[config.mk]
export PLATFORM = sky130hd
export DESIGN_NAME = uart_tx_sched
export DESIGN_NICKNAME = d
export VERILOG_FILES = /design/src/rtl/uart_tx_sched.sv
export SDC_FILE = /design/constraint.sdc
export NUM_CORES = 1
export LEC_CHECK = 0
export ABC_AREA = 1
export BUFFER_PORTS_ARGS = -buffer_cell sky130_fd_sc_hd__clkbuf_2
export CAP_MARGIN = 10
export CELL_PAD_IN_SITES_DETAIL_PLACEMENT = 0
export CELL_PAD_IN_SITES_GLOBAL_PLACEMENT = 2
export CORE_UTILIZATION = 32
export DETAILED_ROUTE_END_ITERATION = 8
export GPL_TIMING_DRIVEN = 0
export PLACE_DENSITY = 0.82
export RECOVER_POWER = 25
export SLEW_MARGIN = 0
export SYNTH_ARGS = -nofsm -noshare
export SYNTH_HDL_FRONTEND = slang
export SYNTH_SLANG_ARGS = --single-unit
[constraint.sdc]
create_clock -name CLK -period 2.1 [get_ports CLK]
set_input_delay 0.21 -clock CLK [delete_from_list [all_inputs] [get_ports CLK]]
set_output_delay 0.21 -clock CLK [all_outputs]
set_load 0.005 [all_outputs]
[src/rtl/uart_tx_sched.sv]
// Two-source byte scheduler feeding a single UART TX serializer.
// Define UART_TX_SCHED_RR_EN for round-robin arbitration (default: RD over ALU).
module uart_tx_sched #(
  parameter int DATA_WIDTH = 8
) (
  input  logic                      CLK,
  input  logic                      RST,
  input  logic [DATA_WIDTH-1:0]     RD_DATA,
  input  logic                      RD_DATA_VLD,
  input  logic [2*DATA_WIDTH-1:0]   ALU_OUT,
  input  logic                      ALU_OUT_VLD,
  input  logic                      TX_BUSY,
  output logic [DATA_WIDTH-1:0]     TX_P_DATA,
  output logic                      TX_D_VLD,
  output logic                      SCHED_BUSY,
  output logic                      OVERRUN
);

  localparam logic [1:0] IDLE    = 2'd0;
  localparam logic [1:0] LOAD    = 2'd1;
  localparam logic [1:0] WAIT_HI = 2'd2;
  localparam logic [1:0] WAIT_LO = 2'd3;

  localparam logic SRC_RD  = 1'b0;
  localparam logic SRC_ALU = 1'b1;

  logic [1:0]              state_q, state_d;
  logic                    pend_rd_q, pend_rd_d;
  logic                    pend_alu_q, pend_alu_d;
  logic [DATA_WIDTH-1:0]   hold_rd_q, hold_rd_d;
  logic [2*DATA_WIDTH-1:0] hold_alu_q, hold_alu_d;
  logic [2*DATA_WIDTH-1:0] work_q, work_d;
  logic [1:0]              cnt_q, cnt_d;
  logic                    src_q, src_d;
  logic                    last_q, last_d;
  logic [DATA_WIDTH-1:0]   txd_q, txd_d;

  logic is_idle;
  logic pick_alu;
  logic grant_rd;
  logic grant_alu;
  logic ovr_rd;
  logic ovr_alu;

  assign is_idle = (state_q == IDLE);

`ifdef UART_TX_SCHED_RR_EN
  // On contention, hand the slot to whoever did not go last
  assign pick_alu = pend_alu_q & (~pend_rd_q | (last_q == SRC_RD));
`else
  assign pick_alu = pend_alu_q & ~pend_rd_q;
`endif

  assign grant_alu = is_idle & pick_alu;
  assign grant_rd  = is_idle & pend_rd_q & ~pick_alu;

  // A strobe on the grant cycle refills the slot being vacated
  assign ovr_rd  = RD_DATA_VLD & pend_rd_q & ~grant_rd;
  assign ovr_alu = ALU_OUT_VLD & pend_alu_q & ~grant_alu;

  always_comb begin
    pend_rd_d  = pend_rd_q;
    hold_rd_d  = hold_rd_q;
    pend_alu_d = pend_alu_q;
    hold_alu_d = hold_alu_q;

    if (RD_DATA_VLD & ~ovr_rd) begin
      pend_rd_d = 1'b1;
      hold_rd_d = RD_DATA;
    end else if (grant_rd) begin
      pend_rd_d = 1'b0;
    end

    if (ALU_OUT_VLD & ~ovr_alu) begin
      pend_alu_d = 1'b1;
      hold_alu_d = ALU_OUT;
    end else if (grant_alu) begin
      pend_alu_d = 1'b0;
    end
  end

  always_comb begin
    state_d = state_q;
    work_d  = work_q;
    cnt_d   = cnt_q;
    src_d   = src_q;
    last_d  = last_q;
    txd_d   = txd_q;

    case (state_q)
      IDLE: begin
        if (grant_rd) begin
          work_d  = {{DATA_WIDTH{1'b0}}, hold_rd_q};
          txd_d   = hold_rd_q;
          cnt_d   = 2'd1;
          src_d   = SRC_RD;
          state_d = LOAD;
        end else if (grant_alu) begin
          work_d  = hold_alu_q;
          txd_d   = hold_alu_q[DATA_WIDTH-1:0];
          cnt_d   = 2'd2;
          src_d   = SRC_ALU;
          state_d = LOAD;
        end
      end
      LOAD: begin
        state_d = WAIT_HI;
      end
      WAIT_HI: begin
        if (TX_BUSY) begin
          state_d = WAIT_LO;
        end
      end
      WAIT_LO: begin
        if (!TX_BUSY) begin
          cnt_d = cnt_q - 2'd1;
          if (cnt_d != 2'd0) begin
            txd_d   = work_q[2*DATA_WIDTH-1:DATA_WIDTH];
            state_d = LOAD;
          end else begin
            last_d  = src_q;
            state_d = IDLE;
          end
        end
      end
      default: begin
        state_d = IDLE;
      end
    endcase
  end

  always_ff @(posedge CLK or negedge RST) begin
    if (!RST) begin
      state_q    <= IDLE;
      pend_rd_q  <= 1'b0;
      pend_alu_q <= 1'b0;
      hold_rd_q  <= '0;
      hold_alu_q <= '0;
      work_q     <= '0;
      cnt_q      <= 2'd0;
      src_q      <= SRC_RD;
      last_q     <= SRC_RD;
      txd_q      <= '0;
    end else begin
      state_q    <= state_d;
      pend_rd_q  <= pend_rd_d;
      pend_alu_q <= pend_alu_d;
      hold_rd_q  <= hold_rd_d;
      hold_alu_q <= hold_alu_d;
      work_q     <= work_d;
      cnt_q      <= cnt_d;
      src_q      <= src_d;
      last_q     <= last_d;
      txd_q      <= txd_d;
    end
  end

  assign TX_P_DATA  = txd_q;
  assign TX_D_VLD   = (state_q == LOAD);
  assign SCHED_BUSY = ~is_idle | pend_rd_q | pend_alu_q;
  assign OVERRUN    = ovr_rd | ovr_alu;

endmodule

Yosys cells after proc, flatten, opt, wreduce, memory -nomap -nowiden
Cells that the tools add are included.
{ "totals": {"reg_bits": 54, "latchBits": 0, "ram_bits": 0, "rom_bits": 0, "in_bits": 29, "output_inout_bits": 11, "wordCells": 67, "n_memories": 0} }
{ "op_classes": {"addsub": 1, "n_mul": 0, "div": 0, "order_cmp": 0, "eq_ne": 7, "shift": 0, "mux": 21, "bitwise": 20, "n_reduce_logical": 10} }
{ "op_table": {"columns": ["operator", "n"], "rows": [
  ["$mux 16", 2],
  ["$mux 8", 4],
  ["$pmux 8 s2", 1],
  ["$mux 2", 7],
  ["$and 1x1->1", 10],
  ["$reduce_bool 2->1", 5],
  ["$pmux 2 s4", 1],
  ["$not 1->1", 7],
  ["$ne 2x2->1 const B", 3],
  ["$reduce_and 3->1", 2],
  ["$mux 1", 5],
  ["$eq 2x2->1 const B", 2],
  ["$pmux 2 s2", 1],
  ["$reduce_and 4->1", 1],
  ["$ne 3x1->1 const B", 1],
  ["$or 1x1->1", 3],
  ["$eq 2x1->1 const B", 1],
  ["$logic_not 2->1", 1],
  ["$reduce_and 2->1", 1],
  ["$sub 2x1->2 const B", 1]
]} }

Logic depth before layout (Yosys ltp)
{ "logic_depth": {"ltp_word": 9, "depth_mapped": 9, "depth_no_buf": 8} }

Worst setup path before layout
Ideal clock, no wire load.
{ "synth_path": {"kind": "register to output", "start": "register state_q[0]", "end": "output OVERRUN", "arrival_time_ns": 1.333, "t_required_ns": 1.890, "setup_slack_ns": 0.557, "path_stages_with_launch": 7, "n_path_buf": 1, "cell_sequence": "dfrtp_1 > inv_1 > ha_1 > inv_2 > o21ai_4 > buf_2 > o22ai_1"} }
{ "synth_via": {"elab_chain_len": 6, "elab_cells_between_ends": 9, "classes_between": "bitwise (8); reduce/logical (1)"} }
{ "synth_lines": {"columns": ["element", "line", "text"], "rows": [
  ["from (decl)", "27", "logic [1:0] state_q, state_d;"],
  ["from (signal assigned)", "145", "state_q <= state_d;"],
  ["$logic_not 2->1 (*)", "45", "assign is_idle = (state_q == IDLE);"],
  ["$and 1x1->1 (2 in series)", "55", "assign grant_rd = is_idle & pend_rd_q & ~pick_alu;"],
  ["$not 1->1", "58", "assign ovr_rd = RD_DATA_VLD & pend_rd_q & ~grant_rd;"],
  ["$and 1x1->1", "58", null],
  ["$or 1x1->1 (*)", "161", "assign OVERRUN = ovr_rd | ovr_alu;"],
  ["to (decl)", "16", "output logic OVERRUN"]
]} }
Every way passes the cells marked *; elsewhere a longest branch is shown, timed or not.

Worst setup path after layout
{ "layout_path": {"start": "register state_q[1]", "end": "output OVERRUN"} }
The elaborated chain is that of the path after synthesis.

==> summary by stage <==
STA
Static timing analysis puts the maximum clock frequency at just over 500 MHz. For the pin with the worst max-slew slack, the measured transition is between 0.8 and 0.9 ns. The worst path in the final design needs a cycle of between 1.5 and 2 ns, including I/O delays and setup. Adding up every negative setup slack in the final design gives 0 ns.

Setup repair after global routing left no endpoint under its margin. After layout, the worst setup slack is ~0.13 ns. Between clock sinks in the finished design, the worst skew comes to roughly 0.0066 ns.

The number of max-slew violations in the final report is 0. The count of final hold-check violations was 0. After layout, the worst path uses a little over nine tenths of the clock period. Setup violations remaining at the end of the flow were counted as 0.

The worst slew slack as a fraction of its limit is 40.1%.

Finish
The total inserted antenna cells is 0. The proportion of layout cells with a drive suffix above 1 is roughly a fifth. The synthesis-to-finish area growth is 18.6%. The storage element area is ~1200 sq um.

At the end of the flow the core is filled with cells to 40.2%. The area of the multi-input gates is between 800 and 900 sq um. The final non-filler cell area is between 2000 and 3000 sq um. The count of nets after finishing is 362.

The total of fill cells in the finished design is roughly 700.

Yosys
After synthesis the netlist holds a flip-flop and latch count of 46. Yosys attributes the largest share of cell area to dfrtp_1 52%, nand2_1 16%, nand3_1 11%, inv_1 5.9%, ha_1 3.4%. The cell area after technology mapping is roughly 2200 sq um. In the synthesized netlist, the cells that appear most often are 94 x nand2_1, 47 x nand3_1, 46 x dfrtp_1. The largest family of logic cells by synthesized area is simple AND/OR/NAND/NOR gates. The number of distinct standard cells referenced by the synthesized netlist is 18.

The adder-cell share of the synthesized area is 3.39%. The mux contribution to synthesized area is 0%. The simple-gate portion of the synthesized area is 29.2%.

The cell taking the most area after synthesis is dfrtp_1. The number of nets in the synthesized netlist is about 310. For this run, the register share of the synthesized area comes to roughly 52%.

In the synthesized netlist the async set-or-reset flop fraction comes to 100%. The number of synthesis warnings is 0. Among all flip-flop cells after synthesis, the most frequent one is dfrtp_1. The leading cell type by number of instances after synthesis is nand2_1. The synthesized netlist devotes 6.55% of its cell area to compound gates. The number of instances in the synthesized netlist is between 200 and 300. The per-instance average area after synthesis is just under 8 sq um. The count of flip-flops with a built-in enable after synthesis is 0. The post-synthesis share of cell area spent on xor and xnor gates is 0%. The area share of the leading cell type in the synthesized netlist is about half.

Place
At the end of routability-driven placement, the weighted congestion stood at ~0.74. Timing analysis after detailed placement gives a worst setup slack of roughly 0.16 ns. In this run the cell area measured after placement is about 2500 sq um. The HPWL after detailed placement is 3480 um.

Port buffering added 38 buffers.

Floorplanning
The floorplan step set the die height to about 85 um. The starting density of the core is 33.9%. The area of the core region is between 6000 and 7000 sq um. From left edge to right edge, the die measures between 80 and 90 um. For this design the top-level I/O count stands at 40.

The site row count is 29. The die covers between 7000 and 8000 sq um.

Route
The number of vias in the routed layout is roughly 1,800. In the routed layout, each cell is associated on average with a via count of 4.44. For this run, design rule violations remaining after detail routing come to 0. In the final routed layout, each cell accounts on average for between 10 and 15 um. The detailed router's first-iteration violation count is 123. The total length of routed wires is 4830 um. In this run the remaining antenna-violating nets after routing total 0. The first-pass detailed-route iteration total is 4.

GRT
For met1 alone, demand over resource in global routing was between 20% and 30%. The number of global-route vias before repair is around 1,800. The number of antenna violations at the first check in global routing is 0. The wire length of the first global-routing pass is 8360 um.

Global routing used around 23% of the available met2 tracks. The busiest layer in global routing is met2. Global routing consumed, over all layers together, between 10% and 20% of the routing resources. Global routing finished with a remaining overflow of 0.

The pin count of the biggest net entering global routing is 47. Global routing used under 10% of the available met3 tracks.

Setup path
The biggest fanout along the worst timing path is 10. STA puts the critical path data required time at ~1.9 ns. The buffering stage count on the worst path with inverters included is 4. The worst setup path is of the flip-flop to output pin kind. The gate family responsible for the most delay along the worst path is buffers and inverters.

The slowest stage of the critical path belongs to the cell dfrtp_1. The delay contributed by the slowest stage of the critical path is approximately 0.43 ns. Walking the worst path, the cells encountered are inv_1, ha_4, inv_2, o21ai_4, buf_4, o22ai_1, clkbuf_2. For the worst setup path, the data arrival time is 1.76 ns.

The startpoint type of the worst setup path is a flip-flop. STA classifies the critical path endpoint as an output pin.

Run
The tool flagged a number of max-cap violations equal to 0.

Clock network
The number of buffers created by CTS is 5. The CTS root buffer is clkbuf_8. The maximum clock path buffer count is 2.

The H-tree level count is 2. After clock tree synthesis, the clock-pin slew on the worst setup and hold paths is about 0.090 ns. The clock sink count is 46. Clock latency on the worst-skew pair, taken at its later pin, is about 0.3 ns. The clock tree from TritonCTS is yes.

Power and ir drop
The power per cell area is approximately 1400 nW/um^2. The largest vdd supply drop is 394 uV. The leakage power summed over all cells is roughly 1.5 nW. The total power consumption of the routed design is 3.78 mW.

Worst hold path
The path class of the lowest-slack min-delay path is primary input to flip-flop.

Outcome
The flow ran to the end, and the final reports show no timing, DRC or antenna violations.
worst min-delay path, delay by kind of cell:
| family | cells | cell delay [ns] |
|---|---|---|
| simple gates | 2 | 0.11 |
| buf+inv | 1 | 0.08 |
final cells by class:
class | instances | share of cell area, %
buffer | 11 | 2.43
multi-input combinational | 186 | 33.5
timing repair buffer | 41 | 8.05
clock buffer | 5 | 2.62
tap | 77 | 3.67
sequential | 46 | 43.8
clock inverter | 3 | 0.810
inverter | 36 | 5.14
registers in the layout, summed over array words and instances, names as in the netlist:
register and cells:
TX_P_DATA 8, cnt_q 2, hold_alu_q 16, hold_rd_q 8
pend_alu_q 1, pend_rd_q 1, state_q 2, work_q 8
per-stage QoR:
| step | hold slack [ns] | cells |
|---|---|---|
| finish | 0.122 | 405 |
| global placement | 0.445 | 394 |
| floorplan | -0.0856 | 279 |
| detailed placement | 0.447 | 394 |
| global route | 0.124 | 405 |
| CTS | 0.116 | 403 |
worst paths after layout:
check,from,end,slack [ns],cells past startpoint
hold / removal,ALU_OUT[9],hold_alu_q[9],0.12,3
setup reg to reg,state_q[1],hold_alu_q[6],0.33,9
hold reg to reg,hold_alu_q[10],hold_alu_q[10],0.48,2
min in group asynchronous,RST,state_q[1],0.54,2
max in group asynchronous,RST,work_q[11],0.38,3
setup / recovery,state_q[1],OVERRUN,0.13,7
timing repair:
item | in CTS | in global routing
pin swaps | 1 | 0
endpoints found under the hold margin | 0 | 16
hold buffers | 0 | 1
setup endpoints to repair | 1 | 1
resized for setup | 1 | 3
buffers inserted | 1 | 0
logic make-up after synthesis:
logic type      count (synthesis)
compound gates                 26
fa+ha+maj                       6
buf+inv                        47
flops                          46
simple gates                  154
routing by layer:
layer  vias to the layer above  wire length [um]
li1                        965                 -
met1                       793              2460
met2                        35              2080
met3                         7               202
met4                         0                87
met5                         -                 0
placed cells by master, fill, tap and decap left out, drive strengths merged:
cell type / netlist / final
nand2: 97 / 97
nand3: 47 / 47
dfrtp: 46 / 46
clkbuf: 2 / 45
inv: 36 / 36
o21ai: 16 / 16
buf: 9 / 11
nor2: 10 / 10
a21oi: 8 / 8
ha: 6 / 6
clkinv: 0 / 2
o22ai: 1 / 1
o21a: 1 / 1
clkinvlp: 0 / 1
dlygate4sd3: 0 / 1
power breakdown:
part	internal (mW)	switching, mW
clock network	0.234	0.315
logic	0.639	1.08
registers	1.29	0.224
total	2.16	1.62
Note: power is estimated with default switching activity, not from simulation.
